--- src/rtl/brick_tracker.sv ---
`default_nettype none
// ============================================================================
// Module      : brick_tracker
// Description : Per-level brick bookkeeping. Removes at most one brick per
//               video frame on collision reports, keeps the live brick count,
//               runs the level countdown timer and the level state machine
//               (IDLE / PLAY / CLEAR / TIMEOUT). All outputs are registered.
// Revision    : 1.0 - initial release
// ============================================================================
module brick_tracker #(
  parameter int NUM_BRICKS   = 13,
  parameter int CLK_HZ       = 25_000_000,
  parameter int TIME_LIMIT_S = 15
) (
  input  logic                  clk,
  input  logic                  reset,
  input  logic                  i_start,
  input  logic                  i_frame_tick,
  input  logic                  i_hit_valid,
  input  logic [3:0]            i_hit_idx,
  output logic                  o_hit_ack,
  output logic [NUM_BRICKS-1:0] o_brick_alive,
  output logic [3:0]            o_brick_count,
  output logic [3:0]            o_seconds_left,
  output logic                  o_playing,
  output logic                  o_level_clear,
  output logic                  o_time_up
);

  // A 1 Hz-or-slower clock still needs a 1-bit prescaler register
  localparam int PW = (CLK_HZ > 1) ? $clog2(CLK_HZ) : 1;

  localparam logic [PW-1:0]         c_PRESC_TC   = PW'(CLK_HZ - 1);
  localparam logic [3:0]            c_NUM_BRICKS = 4'(NUM_BRICKS);
  localparam logic [3:0]            c_TIME_LIMIT = 4'(TIME_LIMIT_S);
  localparam logic [NUM_BRICKS-1:0] c_ALL_ALIVE  = {NUM_BRICKS{1'b1}};
  localparam logic [NUM_BRICKS-1:0] c_ONE_HOT0   = NUM_BRICKS'(1);

  typedef enum logic [1:0] {
    ST_IDLE    = 2'd0,
    ST_PLAY    = 2'd1,
    ST_CLEAR   = 2'd2,
    ST_TIMEOUT = 2'd3
  } state_t;

  state_t        r_state;
  logic [PW-1:0] r_presc;
  logic          r_hit_lock;

  logic [15:0]           w_alive16;
  logic                  w_idx_ok;
  logic                  w_hit_ok;
  logic                  w_wrap;
  logic [NUM_BRICKS-1:0] w_clr_mask;

  // Zero-padded copy lets any 4-bit index be looked up without range issues
  assign w_alive16  = {{(16 - NUM_BRICKS){1'b0}}, o_brick_alive};
  assign w_idx_ok   = (i_hit_idx < c_NUM_BRICKS);
  assign w_hit_ok   = i_hit_valid & w_idx_ok & w_alive16[i_hit_idx] & ~r_hit_lock;
  assign w_wrap     = (r_presc == c_PRESC_TC);
  assign w_clr_mask = c_ONE_HOT0 << i_hit_idx;

  // Level state machine with brick state, timer and registered status outputs
  always_ff @(posedge clk or posedge reset) begin
    if (reset) begin
      r_state        <= ST_IDLE;
      r_presc        <= '0;
      r_hit_lock     <= 1'b0;
      o_hit_ack      <= 1'b0;
      o_brick_alive  <= c_ALL_ALIVE;
      o_brick_count  <= c_NUM_BRICKS;
      o_seconds_left <= c_TIME_LIMIT;
      o_playing      <= 1'b0;
      o_level_clear  <= 1'b0;
      o_time_up      <= 1'b0;
    end else begin
      o_hit_ack <= 1'b0;
      case (r_state)
        ST_IDLE: begin
          o_brick_alive  <= c_ALL_ALIVE;
          o_brick_count  <= c_NUM_BRICKS;
          o_seconds_left <= c_TIME_LIMIT;
          if (i_start) begin
            r_state    <= ST_PLAY;
            r_presc    <= '0;
            r_hit_lock <= 1'b0;
            o_playing  <= 1'b1;
          end
        end

        ST_PLAY: begin
          // An accepted hit keeps the lock set even if frame_tick coincides
          if (w_hit_ok) begin
            o_brick_alive <= o_brick_alive & ~w_clr_mask;
            o_brick_count <= o_brick_count - 1'b1;
            o_hit_ack     <= 1'b1;
            r_hit_lock    <= 1'b1;
          end else if (i_frame_tick) begin
            r_hit_lock <= 1'b0;
          end

          if (w_wrap) begin
            r_presc <= '0;
            if (o_seconds_left != 4'd0) begin
              o_seconds_left <= o_seconds_left - 1'b1;
            end
          end else begin
            r_presc <= r_presc + 1'b1;
          end

          // Clearing the last brick takes priority over a simultaneous timeout
          if (w_hit_ok && (o_brick_count == 4'd1)) begin
            r_state       <= ST_CLEAR;
            o_playing     <= 1'b0;
            o_level_clear <= 1'b1;
          end else if (w_wrap && (o_seconds_left == 4'd1)) begin
            r_state   <= ST_TIMEOUT;
            o_playing <= 1'b0;
            o_time_up <= 1'b1;
          end
        end

        ST_CLEAR, ST_TIMEOUT: begin
          if (i_start) begin
            r_state        <= ST_PLAY;
            r_presc        <= '0;
            r_hit_lock     <= 1'b0;
            o_brick_alive  <= c_ALL_ALIVE;
            o_brick_count  <= c_NUM_BRICKS;
            o_seconds_left <= c_TIME_LIMIT;
            o_playing      <= 1'b1;
            o_level_clear  <= 1'b0;
            o_time_up      <= 1'b0;
          end
        end

        default: begin
          r_state <= ST_IDLE;
        end
      endcase
    end
  end

endmodule
`default_nettype wire
--- config.mk ---
export PLATFORM = sky130hd
export DESIGN_NAME = brick_tracker
export DESIGN_NICKNAME = d
export VERILOG_FILES = /design/src/rtl/brick_tracker.sv
export SDC_FILE = /design/constraint.sdc
export NUM_CORES = 1
export LEC_CHECK = 0
export BUFFER_PORTS_ARGS = -buffer_cell sky130_fd_sc_hd__buf_2
export CORE_MARGIN = 2
export CORE_UTILIZATION = 59
export DETAILED_ROUTE_END_ITERATION = 6
export PLACE_DENSITY = 0.78
export SYNTH_ARGS = -nofsm -noshare
export SYNTH_HDL_FRONTEND = slang
export SYNTH_SLANG_ARGS = --single-unit
--- constraint.sdc ---
create_clock -name clk -period 2.6 [get_ports clk]
set_clock_uncertainty 0.05 [all_clocks]
set_input_delay 0.26 -clock clk [delete_from_list [all_inputs] [get_ports clk]]
set_output_delay 0.26 -clock clk [all_outputs]
set_load 0.1 [all_outputs]
---- After elaboration in Yosys (flattened, before gate mapping) ----
Index checks and enable logic that the tools add are counted.
word-level totals
  flip-flop bits (word level) ............. 53
  input port bits ......................... 9
  word-level logic and storage cells ...... 85
operators by class
  add/subtract/negate cells ............... 3
  magnitude comparators ................... 2
  equality and inequality tests ........... 16
  shifts and indexed selects .............. 1
  muxes and demuxes ....................... 34
  bitwise gates (word level) .............. 6
  reduce and logical (&&, ||, !) cells .... 13
operators by type and width
  cell                                                         number
  two-way mux 25 bit                                           2
  one-hot mux 25 bit (2 select lines)                          1
  one-hot mux 13 bit (3 select lines)                          1
  two-way mux 13 bit                                           2
  adder 25 x 1 -> 25 bit (second input constant)               1
  equality test 25 bit (second input constant)                 1
  one-hot mux 4 bit (3 select lines)                           2
  two-way mux 4 bit                                            5
  inequality test 2 bit (second input constant)                7
  AND 13 bit                                                   1
  NOT 13 bit                                                   1
  << shifter 1 x 4 -> 13 bit (first input constant)            1
  two-way mux 1 bit                                            12
  equality test 4 x 1 -> 1 bit (second input constant)         2
  one-hot mux 1 bit (2 select lines)                           4
  subtractor 4 x 1 -> 4 bit (second input constant)            2
  two-way mux 2 bit                                            3
  inequality test 3 bit (second input constant)                2
  AND reduction 2 bit                                          3
  AND reduction 3 bit                                          2
  less-than comparator 4 x 5 -> 1 bit (second input constant)  1
  binary-select mux 1 bit (select 4 bit)                       1
  equality test 2 bit (second input constant)                  2
  less-than comparator 4 bit (second input constant)           1
  12 further kinds                                             15

---- Logic depth before layout (Yosys ltp) ----
Gate-level depths: netlist of run 1.
  depth in word-level cells ............... 7
  gate-level depth with buffers ........... 7
  depth with buffers taken out ............ 6

---- Least setup slack after synthesis of run 1 ----
OpenSTA, ideal clock, no wires.
  path kind ............................... register to register
  start ................................... register o_brick_alive[6]
  end ..................................... register o_brick_alive[9]
  data arrival time ....................... 2068 ps
  setup slack ............................. 392 ps
  cell stages (with the launch flop) ...... 7
  buffers on the path ..................... 1
  cell sequence ........................... dfstp_2 mux2i_1 a221oi_4 o21ai_4 buf_6 o41ai_2 nand2_1
between the ends
  word-level cells in the longest chain between the ends .. 6
RTL lines
  element                                  RTL line  text
  from (decl)                              22        output logic [NUM_BRICKS-1:0] o_brick_alive,
  from (signal assigned)                   70        o_brick_alive <= c_ALL_ALIVE;
  from (signal assigned)                   80        o_brick_alive <= c_ALL_ALIVE;
  from (signal assigned)                   94        o_brick_alive <= o_brick_alive & ~w_clr_mask;
  binary-select mux 1 bit (select 4 bit)   59        assign w_hit_ok = i_hit_valid & w_idx_ok & w_alive16[i_hit_idx] & ~r_hit_lock;
  two-way mux 1 bit (implied by the code)  59
  AND 1 bit (2 in a row)                   59
  inequality test 2 bit (no line)          n/a
  AND reduction 2 bit (no line)            n/a
No other way between the ends. The select of a mux whose other input is x is not followed.
A chain may end at the register's enable or synchronous reset.

---- Worst setup path after layout of run 1 ----
  start ................................... register r_presc[0]
  end ..................................... register r_presc[12]
between the ends
  word-level cells in the longest chain between the ends .. 3
  elaborated cells on any way between the ends .. 4
RTL lines
  element                                                                RTL line  text
  from (decl)                                                            47        logic [PW-1:0] r_presc;
  from (signal assigned)                                                 108       r_presc <= r_presc + 1'b1;
  adder 25 x 1 -> 25 bit / equality test 25 bit (equally long branches)  108, 60
  two-way mux 25 bit (*)                                                 102       if (w_wrap) begin
  one-hot mux 25 bit (2 select lines) (*)                                78        case (r_state)
Every way passes the cells marked *; elsewhere a longest branch is shown, timed or not.

==> impl_metrics.ini, run 1 <==
[floorplanning]
die_area_sq_um = 5907
ios = 34
fp.dieW_um = 76.86
fp.dieH_um = 76.86
rows = 26
initial_utilization_pct = 61.32
core-area_sq_um = 5107

[setup_path]
start_kind = flop
r2r-end = r_presc[12]
critPathRequiredTime_ns = 2.75
critPathMaxStageDelay_ns = 0.52
rr_worst_depth = 6
crit_family = compound AO/OA/AOI/OAI gates
rrSetupSlack_ns = 0.31
r2r-start = r_presc[0]
critPathMaxFanout = 15
path_buf_inv = 0
worst_path_max_delay_cell = nor3_1
path_class = reg -> reg
arrival_ns = 2.44
cp.depth = 6
cp_cell_sequence = ha_1, nand3_1, nor3_1, a31o_2, o21ai_0, a22o_1
setup.worst_path.end = r_presc[12]
crit_start = r_presc[0]
cp-end-kind = flop

[synthesis]
synth.top_cells.by_count = nand2_1, dfrtp_1, dfstp_2, nand3_1
ys_seq_area_share_pct = 43.15
synth_cell_types = 54
syn_area_sq_um = 3132
synth_top_cell_by_area = dfrtp_1
synth-simple-area-share_pct = 23.45
synthCells = 329
yosysWarnings = 0
synth.area.top_cells = dfrtp_1, dfstp_2, nand2_1
synth.most_common_cell = nand2_1
yosys.area_share.adder_pct = 2.397
synth-async-reset-ratio_pct = 100.0
synth_edf_count = 0
synth_top_family_by_area = simple AND/OR/NAND/NOR gates
synthFlopType = dfrtp_1
synthMuxAreaShare_pct = 4.714
synth_top_cell_area_share_pct = 26.37
synth_xor_area_share_pct = 0.2797
synth_nets = 344
ys_seq_elements = 53
synth_compound_area_share_pct = 21.41
post_synth.cell_area_avg_sq_um = 9.519

[finish]
antenna_cells = 0
nets = 373
areaGrowthSynthToFinish_pct = 10.83
layout-drive-gt1-share_pct = 22.07

[global_routing]
antenna_found_initial = 0
gr-max-usage-layer = met2
gr-total-overflow = 0
gr-usage-all-layers_pct = 25.40
first_global_vias = 2597
grtUsageMet2_pct = 41.40
grtUsageMet3_pct = 4.471
grt_max_degree = 54
grt_pass1_wl_um = 12190
use_met1_pct = 34.65

[cts]
cts_buffers = 5
post_cts_buffers = 0
clk_latency_ns = 0.31
cts_hold_buf = 1
clock-sinks = 53
clk_pin_slew_worst_paths_ns = 0.09
htree_levels = 2
cts.repair.resized = 0
cts-root-buf = clkbuf_8
cts_tree = yes
clockBufferDepth = 2

[sta]
slew_headroom_pct = 58.40
fmaxAchievable_ghz = 0.4376
setup_tns_ns = 0
finalSetupViolCount = 0
whs_ns = 0.1998
rsz0062_at_grt = false
finalCritPeriodShare_pct = 87.88
fin_crit_ns = 2.285
worstMarginPinSlew_ns = 0.6193
hold_violations = 0
maxSlewViolCount = 0

[drt]
vias = 2731
first_iter_violations = 191
avgViaCountPerCell = 6.381
wl_per_cell_um = 16.38
routed_wl_um = 7009
ant_nets = 0
drc_errors = 0
dr.pass1.iters = 4

[power]
ir_drop_mv = 0.5649
switching_power_w = 0.001851
p_seq_share_pct = 36.0
p_clk_share_pct = 14.7
p_per_area_nw_per_um2 = 1062
p_leak_nw = 1.504
p_comb_share_pct = 49.2
internal_power_w = 0.001836
swShare_pct = 50.21

[job]
drv_cap = 0

[outcome]
status = finished clean

[placed_design]
gp_congestion = 0.8752
numPortBuffers = 33
place_hpwl_um = 4865

[min_path]
holdCritPathClass = in -> reg
logic make-up after synthesis:
kind of cell | after synthesis
XOR/XNOR | 1
AO/OA/AOI/OAI | 88
AND/OR/NAND/NOR | 137
multiplexers | 13
adder cells (fa/ha/maj) | 6
flip-flops | 53
buffers and inverters | 31
layer usage:
metal | share of wire, % | up-vias
li1 | - | 1309
met2 | 48 | 78
met5 | 0 | -
met4 | 1.7 | 0
met3 | 4.5 | 12
met1 | 45 | 1332
flip-flops by register name, summed over array words and instances, names as in the netlist:
name            count
r_presc            25
o_brick_alive      13
o_brick_count       4
o_seconds_left      4
r_state             2
o_hit_ack           1
o_level_clear       1
o_playing           1
o_time_up           1
r_hit_lock          1
how the worst min path moves through the flow:
stage,start,endpoint,slack (ns),cells after the start
global route,i_start,r_state[0],0.21,3
detailed placement,reset,r_presc[5],0.28,3
finish,i_start,r_state[0],0.20,3
CTS,i_start,r_state[0],0.20,3
floorplan,i_start,r_state[0],0.36,2
global placement,reset,r_presc[5],0.28,3
placed cells by master, fill, tap and decap left out, drive strengths merged, types with 2 or more instances in the layout:
master and instances:
o31ai 4, a21o 9, a21oi 10, buf 40
dfrtp 33, nand3 20, o41ai 12, ha 6
nand2b 10, a22o 6, clkbuf 5, a31o 2
o211ai 2, and4 5, dfstp 20, nor4b 2
nor4 2, o31a 3, and3 11, a31oi 14
and2 3, nand2 39, nor3 15, nor2b 2
nand4 9, o21ai 15, nor2 12, nor3b 3
or4 2, nor4bb 2, inv 12, mux2i 11
stage by stage:
step	setup slack [ns]	std cells	power, W	cell area (sq um)	util, %
3_5_place_dp	0.3450	420	0.003149	3357	65.73
3_3_place_gp	0.4148	420	0.003114	3357	65.73
2_1_floorplan	0.3918	329	0.002830	3132	-
5_1_grt	0.1162	428	0.003883	3471	67.96
4_1_cts	0.3266	428	0.003695	3471	67.96
6_report	0.3150	428	0.003687	3471	67.96
power groups by stage:
stage / clock network [W] / registers [W] / logic [W]
2_1_floorplan: 0 / 0.00212 / 0.000707
3_3_place_gp: 0 / 0.00133 / 0.00179
3_5_place_dp: 0 / 0.00133 / 0.00181
4_1_cts: 0.000555 / 0.00132 / 0.00182
5_1_grt: 0.000587 / 0.00136 / 0.00193
6_report: 0.000543 / 0.00133 / 0.00181
final cells by class:
class / count / area [sq um]
repair buffers: 41 / 240.2
well taps: 70 / 87.58
fillers: 411 / 1637
inverters: 12 / 45.04
clock inverters: 2 / 35.03
multi-input cells: 245 / 1643
clock buffers: 5 / 68.82
flip-flops and latches: 53 / 1351
worst min-delay path, cell delays in order:
cell and delay [ns]:
buf_2 0.14, nor2_1 0.09, a21oi_1 0.04
No activity file was read; power rests on OpenSTA's default activity.
==> run 2, diff against run 1 <==
--- a/config.mk
+++ b/config.mk
@@ -6,10 +6,11 @@
 export NUM_CORES = 1
 export LEC_CHECK = 0
 export BUFFER_PORTS_ARGS = -buffer_cell sky130_fd_sc_hd__buf_2
-export CORE_MARGIN = 2
+export CORE_MARGIN = 4
 export CORE_UTILIZATION = 59
 export DETAILED_ROUTE_END_ITERATION = 6
 export PLACE_DENSITY = 0.78
+export SKIP_LAST_GASP = 1
 export SYNTH_ARGS = -nofsm -noshare
 export SYNTH_HDL_FRONTEND = slang
 export SYNTH_SLANG_ARGS = --single-unit
==> constraint.sdc (replaced) <==
create_clock -name clk -period 2.13 [get_ports clk]
set_clock_uncertainty 0.05 [all_clocks]
set_input_delay 0.213 -clock clk [delete_from_list [all_inputs] [get_ports clk]]
set_output_delay 0.213 -clock clk [all_outputs]
set_load 0.1 [all_outputs]
==> run 2 against run 1 <==
- first-iteration DRC count is 20% lower
- maximum frequency is 7.8% higher
- wire length is 5.5% higher
- cell count is 3.5% higher
- die area is 11% higher
- hold slack worse by 0.061 ns
- register-to-register slack worse by 0.30 ns
==> impl_metrics.ini, run 2 (synthesized netlist as in run 1, its figures left out) <==
[power]
swShare_pct = 51.23
switching_power_w = 0.002321
p_total_w = 0.004531
p_seq_share_pct = 36.6
internal_power_w = 0.002210
p_comb_share_pct = 50.7
ir_drop_mv = 0.9943
p_per_area_nw_per_um2 = 1244
p_leak_nw = 1.590
p_clk_share_pct = 12.7

[setup_path]
path_class = reg -> reg
critPathMaxStageDelay_ns = 0.64
critPathRequiredTime_ns = 2.31
start_kind = flop
arrival_ns = 2.30
cp-end-kind = flop
critPathMaxFanout = 13
worst_path_max_delay_cell = dfstp_4
cp_cell_sequence = mux2i_1, a221oi_4, o21ai_4, buf_4, o41ai_1, nand2_1

[placed_design]
gp_congestion = 0.9041
numPortBuffers = 33
place_area_sq_um = 3493
place_hpwl_um = 5302

[drt]
first_iter_violations = 153
wl_per_cell_um = 16.69
ant_nets = 0
vias = 2798
drc_errors = 0
routed_wl_um = 7392
avgViaCountPerCell = 6.316
dr.pass1.iters = 5

[cts]
cts_buffers = 5
clock-sinks = 53
clk_latency_ns = 0.32
cts-root-buf = clkbuf_8
cts_tree = yes
htree_levels = 2
clockBufferDepth = 2
clk_pin_slew_worst_paths_ns = 0.11

[sta]
maxSlewViolCount = 0
finalCritPeriodShare_pct = 99.53
hold_violations = 0
fin_crit_ns = 2.120
fmaxAchievable_ghz = 0.4717
slew_headroom_pct = 66.25
finalSetupViolCount = 0
worstMarginPinSlew_ns = 0.5063

[floorplanning]
die_area_sq_um = 6538
fp.dieH_um = 80.86
core-area_sq_um = 5140
rows = 26
ios = 34
initial_utilization_pct = 60.93
fp.dieW_um = 80.86

[global_routing]
grt_pass1_wl_um = 12140
gr-usage-all-layers_pct = 23.52
grt_max_degree = 32
first_global_vias = 2570
antenna_found_initial = 0
gr-total-overflow = 0

[finish]
areaGrowthSynthToFinish_pct = 16.34
stdcell_area_sq_um = 3643
final_common_cell = nand2_1
layout_common_cells = nand2_1, buf_2, dfrtp_1, nand3_1, buf_4
nFillCells = 413
largest_register_ffs = 25
nets = 387
layout-drive-gt1-share_pct = 26.27
reg.largest.list = r_presc (25), o_brick_alive (13)
top_register = r_presc
antenna_cells = 0

[min_path]
holdCritPathClass = in -> reg

[outcome]
status = finished clean

[job]
drv_cap = 0
[run 2: cell types whose count changed in the layout (fill, tap and decap cells not counted), sizes merged]
| cell | change |
|---|---|
| clkinv | -1 |
| clkbuf | +1 |
| buf | +14 |
| clkinvlp | +2 |
| bufinv | -1 |
[run 2: layer usage]
| layer | part of all wire (%) | up-vias | wire, um | global-route usage [%] |
|---|---|---|---|---|
| met4 | 1.4 | 0 | 102 | 7.939 |
| li1 | - | 1326 | - | - |
| met2 | 49 | 94 | 3654 | 39.90 |
| met5 | 0 | - | 0 | 0 |
| met3 | 5.6 | 11 | 413 | 3.991 |
| met1 | 44 | 1367 | 3221 | 30.47 |
[run 2: repair_timing]
item,in CTS,in global routing
hold buffers,1,0
resized for setup,0,6
endpoints found under the setup margin,0,12
setup buffers,0,1
endpoints found under the hold margin,20,0
[run 2: final timing paths]
check                           slack, ns              from                 to  cells after the start
worst max-delay path                 0.01  o_brick_alive[6]  o_brick_alive[11]                      6
worst min-delay path                 0.14           i_start         r_state[0]                      3
worst max register to register       0.01  o_brick_alive[6]  o_brick_alive[11]                      6
worst min register to register       0.43  o_brick_alive[1]   o_brick_alive[1]                      2
max in group asynchronous            1.04             reset  o_brick_alive[11]                      4
min in group asynchronous            0.41             reset        r_presc[23]                      3
[run 2: final cells by class]
type,instances,area [sq um],area share (%)
Clock buffer,6,72.57,1.992
Clock inverter,2,15.01,0.4121
Inverter,12,45.04,1.236
Multi-Input combinational cell,245,1688,46.33
Sequential cell,53,1378,37.81
Tap cell,70,87.58,2.404
Timing Repair Buffer,55,357.8,9.821
[run 2: power by group through the flow]
stage / sequential [W] / combinational [W] / clock, W
after floorplan: 0.00262 / 0.000863 / 0
after global placement: 0.00165 / 0.00222 / 0
after detailed placement: 0.00166 / 0.00226 / 0
after CTS: 0.00165 / 0.00227 / 0.000587
after global routing: 0.00170 / 0.00244 / 0.000628
final: 0.00166 / 0.00230 / 0.000576
[run 2: worst max-delay path, delay by kind of cell, from the launching register on]
kind            cells  cell delay [ns]
buf+inv             1             0.22
simple gates        1             0.10
flops               1             0.64
compound gates      3             0.88
mux                 1             0.13
[run 2: metrics by stage]
| stage | hold slack, ns | setup slack [ns] | TNS (ns) | instances | utilization, % |
|---|---|---|---|---|---|
| after CTS | 0.1399 | 0.06057 | 0 | 442 | 69.86 |
| after global placement | 0.2157 | 0.1278 | 0 | 433 | 67.96 |
| final | 0.1392 | 0.01001 | 0 | 443 | 70.89 |
| after detailed placement | 0.2141 | 0.07190 | 0 | 433 | 67.96 |
| after floorplan | 0.3168 | 0.004547 | 0 | 329 | - |
| after global routing | 0.1574 | -0.06213 | -0.06337 | 443 | 70.89 |
==> run 3, diff against run 2 <==
--- a/config.mk
+++ b/config.mk
@@ -7,9 +7,10 @@
 export LEC_CHECK = 0
 export BUFFER_PORTS_ARGS = -buffer_cell sky130_fd_sc_hd__buf_2
 export CORE_MARGIN = 4
-export CORE_UTILIZATION = 59
+export CORE_UTILIZATION = 55
 export DETAILED_ROUTE_END_ITERATION = 6
-export PLACE_DENSITY = 0.78
+export GPL_ROUTABILITY_DRIVEN = 1
+export PLACE_DENSITY = 0.73
 export SKIP_LAST_GASP = 1
 export SYNTH_ARGS = -nofsm -noshare
 export SYNTH_HDL_FRONTEND = slang
==> run 3 against run 2 <==
- clock-buffer cell count stayed put
- hold slack improved by 0.020 ns
- clock power increased by 30%
- critical path type unchanged
- critical path depth unchanged
- total power is 3.4% higher
- via count is 1.1% lower
- utilization is 4.2 points lower
- wire length fell by 0.51%
==> impl_metrics.ini, run 3 (synthesized netlist as in run 1, its figures left out) <==
[outcome]
status = finished clean

[min_path]
holdCritPathClass = in -> reg
hold-path-endpoint = r_state[0]
holdPathStages = 3
min_from = i_start

[setup_path]
path_class = reg -> reg
r2r-start = o_brick_alive[6]
start_kind = flop
critPathMaxFanout = 13
arrival_ns = 2.24
r2r-end = o_brick_alive[11]
rr_worst_depth = 6
critPathRequiredTime_ns = 2.30
cp-end-kind = flop
rrSetupSlack_ns = 0.07

[cts]
cts_tree = yes
clk_latency_ns = 0.31
clk_pin_slew_worst_paths_ns = 0.10
clockBufferDepth = 2
clock-sinks = 53
htree_levels = 2
cts_buffers = 5
cts-root-buf = clkbuf_8

[floorplanning]
core-area_sq_um = 5507
rows = 27
die_area_sq_um = 6966
initial_utilization_pct = 56.87
ios = 34
fp.dieH_um = 83.46
fp.dieW_um = 83.46

[finish]
top_register = r_presc
nFillCells = 437
largest_register_ffs = 25
reg.largest.list = r_presc (25), o_brick_alive (13)
nets = 387
areaGrowthSynthToFinish_pct = 17.18
layout-drive-gt1-share_pct = 25.74
layout_common_cells = nand2_1, buf_2, dfrtp_1, nand3_1, buf_4
antenna_cells = 0
final_common_cell = nand2_1
stdcell_area_sq_um = 3670

[drt]
ant_nets = 0
dr.pass1.iters = 4
wl_per_cell_um = 16.53
first_iter_violations = 125
avgViaCountPerCell = 6.220
drc_errors = 0
vias = 2768
routed_wl_um = 7354

[sta]
finalCritPeriodShare_pct = 96.84
fin_ws_ns = 0.06732
worstMarginPinSlew_ns = 0.5883
maxSlewViolCount = 0
hold_violations = 0
fmaxAchievable_ghz = 0.4848
finalSetupViolCount = 0
slew_headroom_pct = 60.72
fin_crit_ns = 2.063

[global_routing]
antenna_found_initial = 0
first_global_vias = 2710
gr-total-overflow = 0
grt_max_degree = 32
grt_pass1_wl_um = 12810
gr-usage-all-layers_pct = 22.01

[power]
p_per_area_nw_per_um2 = 1277
p_leak_nw = 1.619
ir_drop_mv = 0.8898

[job]
drv_cap = 0

[placed_design]
place_hpwl_um = 5293
place_area_sq_um = 3496
pre_cts_slack_ns = 0.1072
gp_congestion = 0.8984
numPortBuffers = 33
run 3: changes by cell type in the layout (fill, tap and decap cells not counted), sizes merged:
cell	change
clkinv	+1
bufinv	+1
clkinvlp	-2
run 3: what timing repair did:
action | CTS | global route
endpoints found under the setup margin | 0 | 9
hold buffers | 1 | 0
hold endpoints to repair | 17 | 0
gates resized for setup | 0 | 4
buffers inserted | 0 | 1
run 3: layer usage:
metal / GRT usage, % / up-vias / wire length [um]
li1: - / 1327 / -
met1: 28.73 / 1371 / 3252
met2: 37.24 / 62 / 3663
met3: 4.146 / 8 / 355
met4: 6.725 / 0 / 82
met5: 0 / - / 0
run 3: how the worst max path moves through the flow:
| stage | startpoint | endpoint | slack [ns] | cells past startpoint |
|---|---|---|---|---|
| finish | o_brick_alive[6] | o_brick_alive[11] | 0.07 | 6 |
| global route | o_brick_alive[6] | o_brick_alive[10] | -0.02 | 6 |
| CTS | o_brick_alive[6] | o_brick_alive[1] | 0.09 | 6 |
| detailed placement | o_brick_alive[6] | o_brick_alive[1] | 0.11 | 6 |
| global placement | r_presc[10] | r_presc[2] | 0.12 | 5 |
| floorplan | o_brick_alive[1] | o_brick_alive[10] | 0.005 | 6 |
run 3: cell type report:
cell class,count,area (sq um),area share [%]
multi-input cells,245,1670,45.52
flip-flops and latches,53,1378,37.54
repair buffers,55,357.8,9.751
clock buffers,6,93.84,2.557
well taps,72,90.09,2.455
inverters,12,45.04,1.227
clock inverters,2,35.03,0.9547
run 3: power breakdown:
part,switching (W),internal (W),total [W],leakage (nW)
Clock,0.000330,0.000420,0.000750,0.0663
Combinational,0.00168,0.000598,0.00228,0.907
Sequential,0.000284,0.00137,0.00166,0.645
run 3: per-stage QoR:
| stage | utilization (%) | instances | hold WS [ns] | TNS, ns | power (W) |
|---|---|---|---|---|---|
| 6_report | 66.64 | 445 | 0.1594 | 0 | 0.004687 |
| 5_1_grt | 66.64 | 445 | 0.1636 | -0.05561 | 0.004955 |
| 4_1_cts | 66.01 | 444 | 0.1486 | 0 | 0.004681 |
| 3_5_place_dp | 63.49 | 435 | 0.2651 | 0 | 0.003919 |
| 3_3_place_gp | 63.49 | 435 | 0.2584 | 0 | 0.003882 |
| 2_1_floorplan | - | 329 | 0.3168 | 0 | 0.003481 |
run 3: critical path, stage by stage (launching register included):
cell and delay, ns:
dfstp_4 0.64, mux2i_1 0.13, a221oi_4 0.38, o21ai_4 0.12
buf_4 0.20, o41ai_1 0.36, nand2_1 0.09
